===== src/rtl/motor_pkg.sv =====
// Shared types and helpers for the motor ramp controller.
package motor_pkg;

  typedef enum logic [1:0] {StBrake, StRun, StDead} ch_state_e;

  // Magnitude of a w-bit signed value; the most negative code saturates to 2^(w-1)-1.
  function automatic int sat_mag(input int v, input int unsigned w);
    int lim;
    lim = (1 << (w - 1)) - 1;
    if (v < -lim) return lim;
    else if (v < 0) return -v;
    else return v;
  endfunction

endpackage


===== src/rtl/motor_ramp_ch.sv =====
// One motor channel: speed ramp FSM, reversal coast timer and registered PWM drive pair.
module motor_ramp_ch
  import motor_pkg::*;
#(
  parameter int unsigned SPD_W = 11,
  parameter int unsigned STEP  = 8,
  parameter int unsigned DEAD  = 64
) (
  input  logic               clk,
  input  logic               rst_n,
  input  logic               en_i,
  input  logic               strb_i,
  input  logic [SPD_W-2:0]   cnt_i,
  input  logic [SPD_W-1:0]   spd_i,
  output logic               fwd_o,
  output logic               rev_o,
  output logic               settled_o
);

  localparam int unsigned MAG_W = SPD_W - 1;
  localparam int unsigned DW    = (DEAD > 0) ? $clog2(DEAD + 1) : 1;
  localparam logic signed [SPD_W:0] StepW  = (SPD_W + 1)'(STEP);
  localparam logic        [DW-1:0]  DeadLd = DW'(DEAD);

  ch_state_e               state_q, state_d;
  logic signed [SPD_W-1:0] cur_q, cur_d;
  logic        [DW-1:0]    dcnt_q, dcnt_d;
  logic                    fwd_q, fwd_d, rev_q, rev_d;

  logic        [MAG_W-1:0] tgt_mag, cur_mag;
  logic signed [SPD_W:0]   tgt_w, cur_w, diff, stepped, toward0;
  logic                    opposite;

  // One extra bit of headroom so +/-STEP never wraps near full scale.
  assign tgt_mag = MAG_W'(sat_mag(int'($signed(spd_i)), SPD_W));
  assign tgt_w   = spd_i[SPD_W-1] ? -$signed({2'b00, tgt_mag}) : $signed({2'b00, tgt_mag});
  assign cur_w   = $signed({cur_q[SPD_W-1], cur_q});
  assign cur_mag = MAG_W'(cur_q[SPD_W-1] ? -cur_w : cur_w);
  assign diff    = tgt_w - cur_w;

  assign opposite = (cur_q[SPD_W-1] && !tgt_w[SPD_W] && (tgt_w != '0)) ||
                    (!cur_q[SPD_W-1] && (cur_q != '0) && tgt_w[SPD_W]);

  always_comb begin
    stepped = tgt_w;
    if (diff > StepW)       stepped = cur_w + StepW;
    else if (diff < -StepW) stepped = cur_w - StepW;
    toward0 = '0;
    if (cur_w > StepW)       toward0 = cur_w - StepW;
    else if (cur_w < -StepW) toward0 = cur_w + StepW;
  end

  always_comb begin
    state_d = state_q;
    cur_d   = cur_q;
    dcnt_d  = dcnt_q;
    fwd_d   = 1'b0;
    rev_d   = 1'b0;
    if (!en_i) begin
      state_d = StBrake;
      cur_d   = '0;
      dcnt_d  = '0;
    end else begin
      unique case (state_q)
        StDead: begin
          if (dcnt_q <= DW'(1)) begin
            state_d = StBrake;
            dcnt_d  = '0;
          end else begin
            dcnt_d = dcnt_q - DW'(1);
          end
        end
        default: begin
          if (strb_i) begin
            if (opposite) begin
              cur_d = SPD_W'(toward0);
              if (toward0 == '0) begin
                state_d = StDead;
                dcnt_d  = DeadLd;
              end
            end else begin
              cur_d   = SPD_W'(stepped);
              state_d = (stepped == '0) ? StBrake : StRun;
            end
          end
        end
      endcase

      unique case (state_q)
        StBrake: begin
          fwd_d = 1'b1;
          rev_d = 1'b1;
        end
        StDead: ;
        default: begin
          if (cur_q[SPD_W-1]) rev_d = (cnt_i < cur_mag);
          else                fwd_d = (cnt_i < cur_mag);
        end
      endcase
    end
  end

  always_ff @(posedge clk or negedge rst_n) begin
    if (!rst_n) begin
      state_q <= StBrake;
      cur_q   <= '0;
      dcnt_q  <= '0;
      fwd_q   <= 1'b0;
      rev_q   <= 1'b0;
    end else begin
      state_q <= state_d;
      cur_q   <= cur_d;
      dcnt_q  <= dcnt_d;
      fwd_q   <= fwd_d;
      rev_q   <= rev_d;
    end
  end

  assign fwd_o     = fwd_q;
  assign rev_o     = rev_q;
  assign settled_o = (cur_w == tgt_w) && (state_q != StDead);

endmodule


===== src/rtl/motor_ramp_cntrl.sv =====
// Multi-channel motor ramp controller: shared PWM period counter feeding NCH ramp channels.
module motor_ramp_cntrl
  import motor_pkg::*;
#(
  parameter int unsigned NCH   = 2,
  parameter int unsigned SPD_W = 11,
  parameter int unsigned STEP  = 8,
  parameter int unsigned DEAD  = 64
) (
  input  logic                 clk,
  input  logic                 rst_n,
  input  logic                 en,
  input  logic [NCH*SPD_W-1:0] spd,
  output logic [NCH-1:0]       fwd,
  output logic [NCH-1:0]       rev,
  output logic                 period_strb,
  output logic [NCH-1:0]       settled
);

  localparam int unsigned MAG_W = SPD_W - 1;

  logic [MAG_W-1:0] cnt_q, cnt_d;

  assign cnt_d       = cnt_q + MAG_W'(1);
  assign period_strb = &cnt_q;

  always_ff @(posedge clk or negedge rst_n) begin
    if (!rst_n) cnt_q <= '0;
    else        cnt_q <= cnt_d;
  end

  for (genvar i = 0; i < NCH; i++) begin : g_ch
    motor_ramp_ch #(
      .SPD_W (SPD_W),
      .STEP  (STEP),
      .DEAD  (DEAD)
    ) u_ch (
      .clk       (clk),
      .rst_n     (rst_n),
      .en_i      (en),
      .strb_i    (period_strb),
      .cnt_i     (cnt_q),
      .spd_i     (spd[i*SPD_W +: SPD_W]),
      .fwd_o     (fwd[i]),
      .rev_o     (rev[i]),
      .settled_o (settled[i])
    );
  end

endmodule

===== config.mk =====
export PLATFORM = sky130hd
export DESIGN_NAME = motor_ramp_cntrl
export DESIGN_NICKNAME = d
export VERILOG_FILES = /design/src/rtl/motor_pkg.sv /design/src/rtl/motor_ramp_ch.sv /design/src/rtl/motor_ramp_cntrl.sv
export SDC_FILE = /design/constraint.sdc
export NUM_CORES = 1
export LEC_CHECK = 0
export CORE_MARGIN = 2
export CORE_UTILIZATION = 32
export CTS_CLUSTER_DIAMETER = 60
export CTS_CLUSTER_SIZE = 14
export DETAILED_ROUTE_END_ITERATION = 16
export GPL_TIMING_DRIVEN = 1
export HOLD_SLACK_MARGIN = 0.02
export SYNTH_ARGS = -nofsm -noshare
export SYNTH_HDL_FRONTEND = slang
export SYNTH_SLANG_ARGS = --single-unit

===== constraint.sdc =====
create_clock -name clk -period 4.97 [get_ports clk]
set_clock_uncertainty 0.05 [all_clocks]
set_input_delay 0.7455 -clock clk [delete_from_list [all_inputs] [get_ports clk]]
set_output_delay 0.7455 -clock clk [all_outputs]
set_load 0.01 [all_outputs]

### After elaboration in Yosys (flattened, before gate mapping)

Index checks and enable logic that the tools add are counted.

| cells by class | value |
|---|---|
| $add $sub $neg | 15 |
| multipliers | 0 |
| div/mod/pow operators | 0 |
| order comparisons | 16 |
| equality and inequality tests | 19 |
| shifts and indexed selects | 0 |
| muxes and demuxes | 62 |
| bitwise logic cells | 0 |
| reduce and logical (&&, ||, !) cells | 33 |

Operator list:

| operator | number |
|---|---|
| 2-to-1 mux 12 bit | 10 |
| 2-to-1 mux 11 bit | 8 |
| 2-to-1 mux 7 bit | 12 |
| 2-to-1 mux 10 bit | 6 |
| logical NOT 12 bit | 4 |
| negator 10 bit | 4 |
| adder 11 x 5 -> 12 bit (second input constant) | 2 |
| == test 11 x 12 -> 1 bit | 2 |
| > comparator 12 x 5 -> 1 bit (second input constant) | 2 |
| less-than comparator 12 x 4 -> 1 bit (second input constant) | 2 |
| 2-to-1 mux 2 bit | 12 |
| negator 10 -> 12 bit | 2 |
| nonzero test 12 bit | 2 |
| subtractor 11 x 5 -> 12 bit (second input constant) | 2 |
| subtractor 12 x 11 -> 12 bit | 2 |
| > comparator 11 x 5 -> 1 bit (second input constant) | 2 |
| less-than comparator 11 x 1 -> 1 bit (second input constant) | 2 |
| less-than comparator 11 bit (second input constant) | 2 |
| less-than comparator 11 x 4 -> 1 bit (second input constant) | 2 |
| nonzero test 11 bit | 2 |
| less-than comparator 10 bit | 2 |
| != test 3 x 1 -> 1 bit (second input constant) | 6 |
| <= comparator 7 x 1 -> 1 bit (second input constant) | 2 |
| subtractor 7 x 1 -> 7 bit (second input constant) | 2 |
| other kinds (15) | 51 |

| storage, ports and cells | value |
|---|---|
| register bits after elaboration | 54 |
| latch bits | 0 |
| bits in writable memories | 0 |
| memory bits (read-only) | 0 |
| input port bits | 25 |
| memories | 0 |

### Depth between registers and ports, before layout

| depth | value |
|---|---|
| depth after elaboration | 15 |
| mapped depth | 23 |

### Modules after synthesis

Synthesis repeated with hierarchy kept, for this count alone.

| second synthesis, totals | value |
|---|---|
| cells, all modules | 1105 |
| area total of the unflattened synthesis | 8232.9 um2 |

By module, submodules not included:

| module | instances | cells an instance | area each (um2) | sequential area each (um2) |
|---|---|---|---|---|
| motor_ramp_ch (g_ch[0].u_ch) | 1 | 547 | 4026.4 | 550.5 |
| motor_ramp_ch (g_ch[1].u_ch) | 1 | 527 | 3797.4 | 550.5 |
| motor_ramp_cntrl | 1 | 31 | 409.1 | 250.2 |

### Least setup slack after synthesis

No wires, ideal clock.

| path | value |
|---|---|
| path kind | input to register |
| start point | in spd[0] |
| end point | reg g_ch[0].u_ch.state_q[0] |
| setup time | 88 ps |
| arrival | 5309 ps |
| slack | -477 ps |
| cell stages on the path | 21 |
| path buffers | 3 |
| cell sequence | clkbuf_1 -> inv_1 -> ha_1 -> clkbuf_1 -> nand2b_1 -> a211o_1 -> a21oi_1 -> nand3_1 -> or4b_1 -> nand2_1 -> inv_1 -> ha_1 -> xnor2_1 -> or3_1 -> or4_1 -> o31ai_1 -> buf_2 -> nor3_1 -> a311oi_1 -> o21ai_0 -> a41oi_1 |

| between the ends | value |
|---|---|
| longest elaborated chain between the ends | 15 |
| elaborated cells on any way between the ends | 26 |

RTL lines:

| what | line | source |
|---|---|---|
| start, declared | motor_ramp_cntrl.sv:13 | `input logic [NCH*SPD_W-1:0] spd,` |
| negator 10 bit / less-than comparator 11 x 1 -> 1 bit (equally long branches) | motor_pkg.sv:11 | `else if (v < 0) return -v;` |
| 2-to-1 mux 10 bit | motor_pkg.sv:11 |  |
| 2-to-1 mux 10 bit (*) | motor_pkg.sv:10 | `if (v < -lim) return lim;` |
| negator 10 -> 12 bit | motor_ramp_ch.sv:36 | `assign tgt_w = spd_i[SPD_W-1] ? -$signed({2'b00, tgt_mag}) : $signed({2'b00, tgt_mag});` |
| 2-to-1 mux 12 bit (*) | motor_ramp_ch.sv:36 |  |
| subtractor 12 x 11 -> 12 bit | motor_ramp_ch.sv:39 | `assign diff = tgt_w - cur_w;` |
| less-than comparator 12 x 4 -> 1 bit | motor_ramp_ch.sv:47 | `else if (diff < -StepW) stepped = cur_w - StepW;` |
| 2-to-1 mux 12 bit | motor_ramp_ch.sv:47 |  |
| 2-to-1 mux 12 bit | motor_ramp_ch.sv:46 | `if (diff > StepW) stepped = cur_w + StepW;` |
| logical NOT 12 bit | motor_ramp_ch.sv:83 | `state_d = (stepped == '0) ? StBrake : StRun;` |
| 2-to-1 mux 1 bit | motor_ramp_ch.sv:83 |  |
| 2-to-1 mux 2 bit | motor_ramp_ch.sv:75 | `if (opposite) begin` |
| 2-to-1 mux 2 bit | motor_ramp_ch.sv:74 | `if (strb_i) begin` |
| 2-to-1 mux 2 bit | motor_ramp_ch.sv:64 | `unique case (state_q)` |
| 2-to-1 mux 2 bit | motor_ramp_ch.sv:59 | `if (!en_i) begin` |
| end signal, assigned | motor_ramp_ch.sv:105 | `state_q <= StBrake;` |
| end signal, assigned | motor_ramp_ch.sv:111 | `state_q <= state_d;` |
| end, declared | motor_ramp_ch.sv:25 | `ch_state_e state_q, state_d;` |

Every way passes the cells marked *; elsewhere a longest branch is shown, timed or not. The select of a mux whose other input is x is not followed.
A chain may end at the register's enable or synchronous reset.

### Final worst setup path

| path | value |
|---|---|
| start point | in spd[12] |
| end point | reg g_ch[1].u_ch.state_q[0] |

| between the ends | value |
|---|---|
| longest elaborated chain between the ends | 15 |
| elaborated cells on any way between the ends | 26 |

RTL lines:

| what | line |
|---|---|
| negator 10 bit / less-than comparator 11 x 1 -> 1 bit (equally long branches) | motor_pkg.sv:11 |
| 2-to-1 mux 10 bit | motor_pkg.sv:11 |
| 2-to-1 mux 10 bit (*) | motor_pkg.sv:10 |
| negator 10 -> 12 bit | motor_ramp_ch.sv:36 |
| 2-to-1 mux 12 bit (*) | motor_ramp_ch.sv:36 |
| subtractor 12 x 11 -> 12 bit | motor_ramp_ch.sv:39 |
| less-than comparator 12 x 4 -> 1 bit | motor_ramp_ch.sv:47 |
| 2-to-1 mux 12 bit | motor_ramp_ch.sv:47 |
| 2-to-1 mux 12 bit | motor_ramp_ch.sv:46 |
| logical NOT 12 bit | motor_ramp_ch.sv:83 |
| 2-to-1 mux 1 bit | motor_ramp_ch.sv:83 |
| 2-to-1 mux 2 bit | motor_ramp_ch.sv:75 |
| 2-to-1 mux 2 bit | motor_ramp_ch.sv:74 |
| 2-to-1 mux 2 bit | motor_ramp_ch.sv:64 |
| 2-to-1 mux 2 bit | motor_ramp_ch.sv:59 |
| end signal, assigned | motor_ramp_ch.sv:105 |
| end signal, assigned | motor_ramp_ch.sv:111 |
| end, declared | motor_ramp_ch.sv:25 |

Marked as above.

==> metrics <==
CTS clk-pin slew, worst paths=80 ps; f_max=about 200 MHz; Layout area overhead=48.0%; Pwr Density=about 160 nW/um2; crit-path max cell delay=approximately 520 ps; Fin Hold WS=459 ps; fraction of registers with async set/reset=100%; Final Hold Viols=0; VDD IR max=197 uV; Residual DRC=0; most frequent cells in the layout=buf_4, nand2_1, nor2_1; max-slew violations=0; Post-synth top flop=dfrtp_1; cell family with most CP delay=simple AND/OR/NAND/NOR gates; CP startpoint=spd[12]; final std cells w/o fill=1528; Avg Cell Area, Syn=between 7 and 8 um2; # IOs=32; post-layout util=just under 50%; port bufs=31; vias in the first global route=8252; clock tree buffer depth=2; Finished Cell Area=11000 um2; Inst Count DP=1473; Total Nets Final=1326; gp weighted congestion=0.938; Via Count=around 8600; vias per inst=5.63; Crit path depth=26; CP endpoint=g_ch[1].u_ch.state_q[0]; min setup slack post-route=2.02 ps; Post-Syn Nets=1082; largest net degree at the start of global routing=55; crit start category=input port; CTS hold repair buffers=0; Final period util=100%; share of cells above drive strength 1=34.8%; Tot GR Track Use=20.6%; Cells after Synth=998; first-pass GRT wire length=41400 um; Worst setup EP type=register; Synth cell types=84; status=finished, final reports clean; Avg WL per Cell=17.0 um; crit path buf inv count=8; footprint of the multi-input gates=6620 um2; RSZ-0062 raised after global routing=true; critical path class=input port to register; r2r setup slk=around 900 ps; drt first pass iters=6; reg2reg end=g_ch[0].u_ch.state_q[0]; CTS tree=yes; Post-DP Area=9600 um2; diodes inserted=0; DP HPWL=19300 um; arrival time worst endpoint=between 5000 and 6000 ps; Leak Pwr=around 4.7 nW; commonest non-fill, non-tap cell in the layout=buf_4; clock tree sinks=54; Min Clock Period, post-route=about 5000 ps; final setup TNS=0 ps; Root Buffer=clkbuf_16; Syn Std Cell Area=7410 um2; Pwr Total=approximately 1.8 mW; CTS H-tree depth=2; DRT Wirelength=26100 um; number of setup violations in the final report=0; Fillers=2181; Seq/Total Area, Yosys=between 10% and 20%; drt initial violations=413; Die Y=156 um; Clock Latency Late Sink=about 300 ps; worst reg-to-reg path cell count=12; Rows=55; Starting Density=between 30 and 40%; Core Area=around 23000 um2; Die Span X=156 um; max capacitance violation total=0; Slowest cell on crit path=or4_4; Slew @ Worst Pin=between 700 and 800 ps; die area=24400 um2; CTS buffer count=5; #FFs+latches synth=between 50 and 60; pre-CTS WS=-793 ps; grt total ovfl=0; worst min path class=register to register; Yosys warnings=0; worst-path fanout max=8; CP required=5100 ps; FF+latch area=1350 um2; initial antenna violation count=0; FF-to-FF Start=g_ch[0].u_ch.cur_q[3]; worst rel slew slack=between 50% and 60%; antenna-violating nets left=0; Post-synth EDFFs=0
[cell type report]
class                           count  area share, %
Clock buffer                        6           1.18
Clock inverter                      2          0.342
Tap cell                          285           3.25
Inverter                           56           1.92
Sequential cell                    54           12.3
Timing Repair Buffer              289           20.6
Multi-Input combinational cell    836           60.4
[worst reg2reg max path: cells and delay by family (launching register included)]
family / cells / cell delay (ps)
adders and majority gates: 1 / 290
DFF: 1 / 540
AOI/OAI and AO/OA: 4 / 900
and+or+nand+nor: 5 / 1650
xor gates and xnor gates: 1 / 220
buffers and inverters: 1 / 290
[cell usage after synthesis, types with 16 or more instances]
master,instances,share of area [%]
nor3_1,26,1.8
xnor2_1,50,5.9
o21ai_0,74,5.0
nor2_1,81,4.1
a31oi_1,24,2.0
clkbuf_1,35,1.8
a21oi_1,51,3.4
a21o_1,21,2.1
nand3_1,41,2.8
xor2_1,23,2.7
ha_1,57,9.6
nand2_1,90,4.6
mux2i_1,16,2.2
inv_1,53,2.7
dfrtp_1,54,18
nand2b_1,17,1.4
[cell families after synthesis]
logic type / Yosys count / share of synthesized area, %
AND/OR/NAND/NOR: 365 / 25.3
AO/OA/AOI/OAI: 320 / 29.0
buffers and inverters: 108 / 6.06
XOR/XNOR: 74 / 8.85
adder cells (fa/ha/maj): 59 / 10.2
flip-flops: 54 / 18.2
multiplexers: 18 / 2.47
[power by group]
part / total [mW] / internal (mW) / leakage (nW) / switching [mW]
Clock: 0.410 / 0.239 / 0.0771 / 0.171
Sequential: 0.447 / 0.443 / 0.728 / 0.00308
Combinational: 0.895 / 0.461 / 3.86 / 0.434
Total: 1.75 / 1.14 / 4.66 / 0.609
[metal layers]
metal  part of all wire (%)  track usage, %  vias to the layer above
met5                      0               0                        -
met4                    2.5            6.86                        0
met3                    3.7            1.50                       50
met2                     49            35.4                      235
met1                     45            27.3                     4124
li1                       -               -                     4194
[how the worst min path moves through the flow]
| stage | startpoint | endpoint | slack (ps) | cells after the start |
|---|---|---|---|---|
| after floorplan | rst_n | cnt_q[0] | 400 | 0 |
| after global placement | g_ch[1].u_ch.state_q[1] | g_ch[1].u_ch.state_q[1] | 420 | 1 |
| after detailed placement | g_ch[1].u_ch.dcnt_q[5] | g_ch[1].u_ch.dcnt_q[5] | 450 | 1 |
| after CTS | g_ch[1].u_ch.dcnt_q[5] | g_ch[1].u_ch.dcnt_q[5] | 450 | 1 |
| after global routing | g_ch[1].u_ch.dcnt_q[5] | g_ch[1].u_ch.dcnt_q[5] | 480 | 1 |
| final | g_ch[1].u_ch.dcnt_q[5] | g_ch[1].u_ch.dcnt_q[5] | 460 | 1 |
[state kept, by name (all words and copies together), names as in the netlist]
name and cells:
g_ch.u_ch.cur_q 22, cnt_q 10, g_ch.u_ch.dcnt_q 14, g_ch.u_ch.state_q 4, g_ch.u_ch.fwd_o 2, g_ch.u_ch.rev_o 2
[timing repair]
item,4_1_cts,5_1_grt
pin swaps,61,53
gates resized for setup,124,94
endpoints found under the setup margin,26,24
cloned,1,0
buffers inserted,29,19
Note: power is estimated with default switching activity, not from simulation.
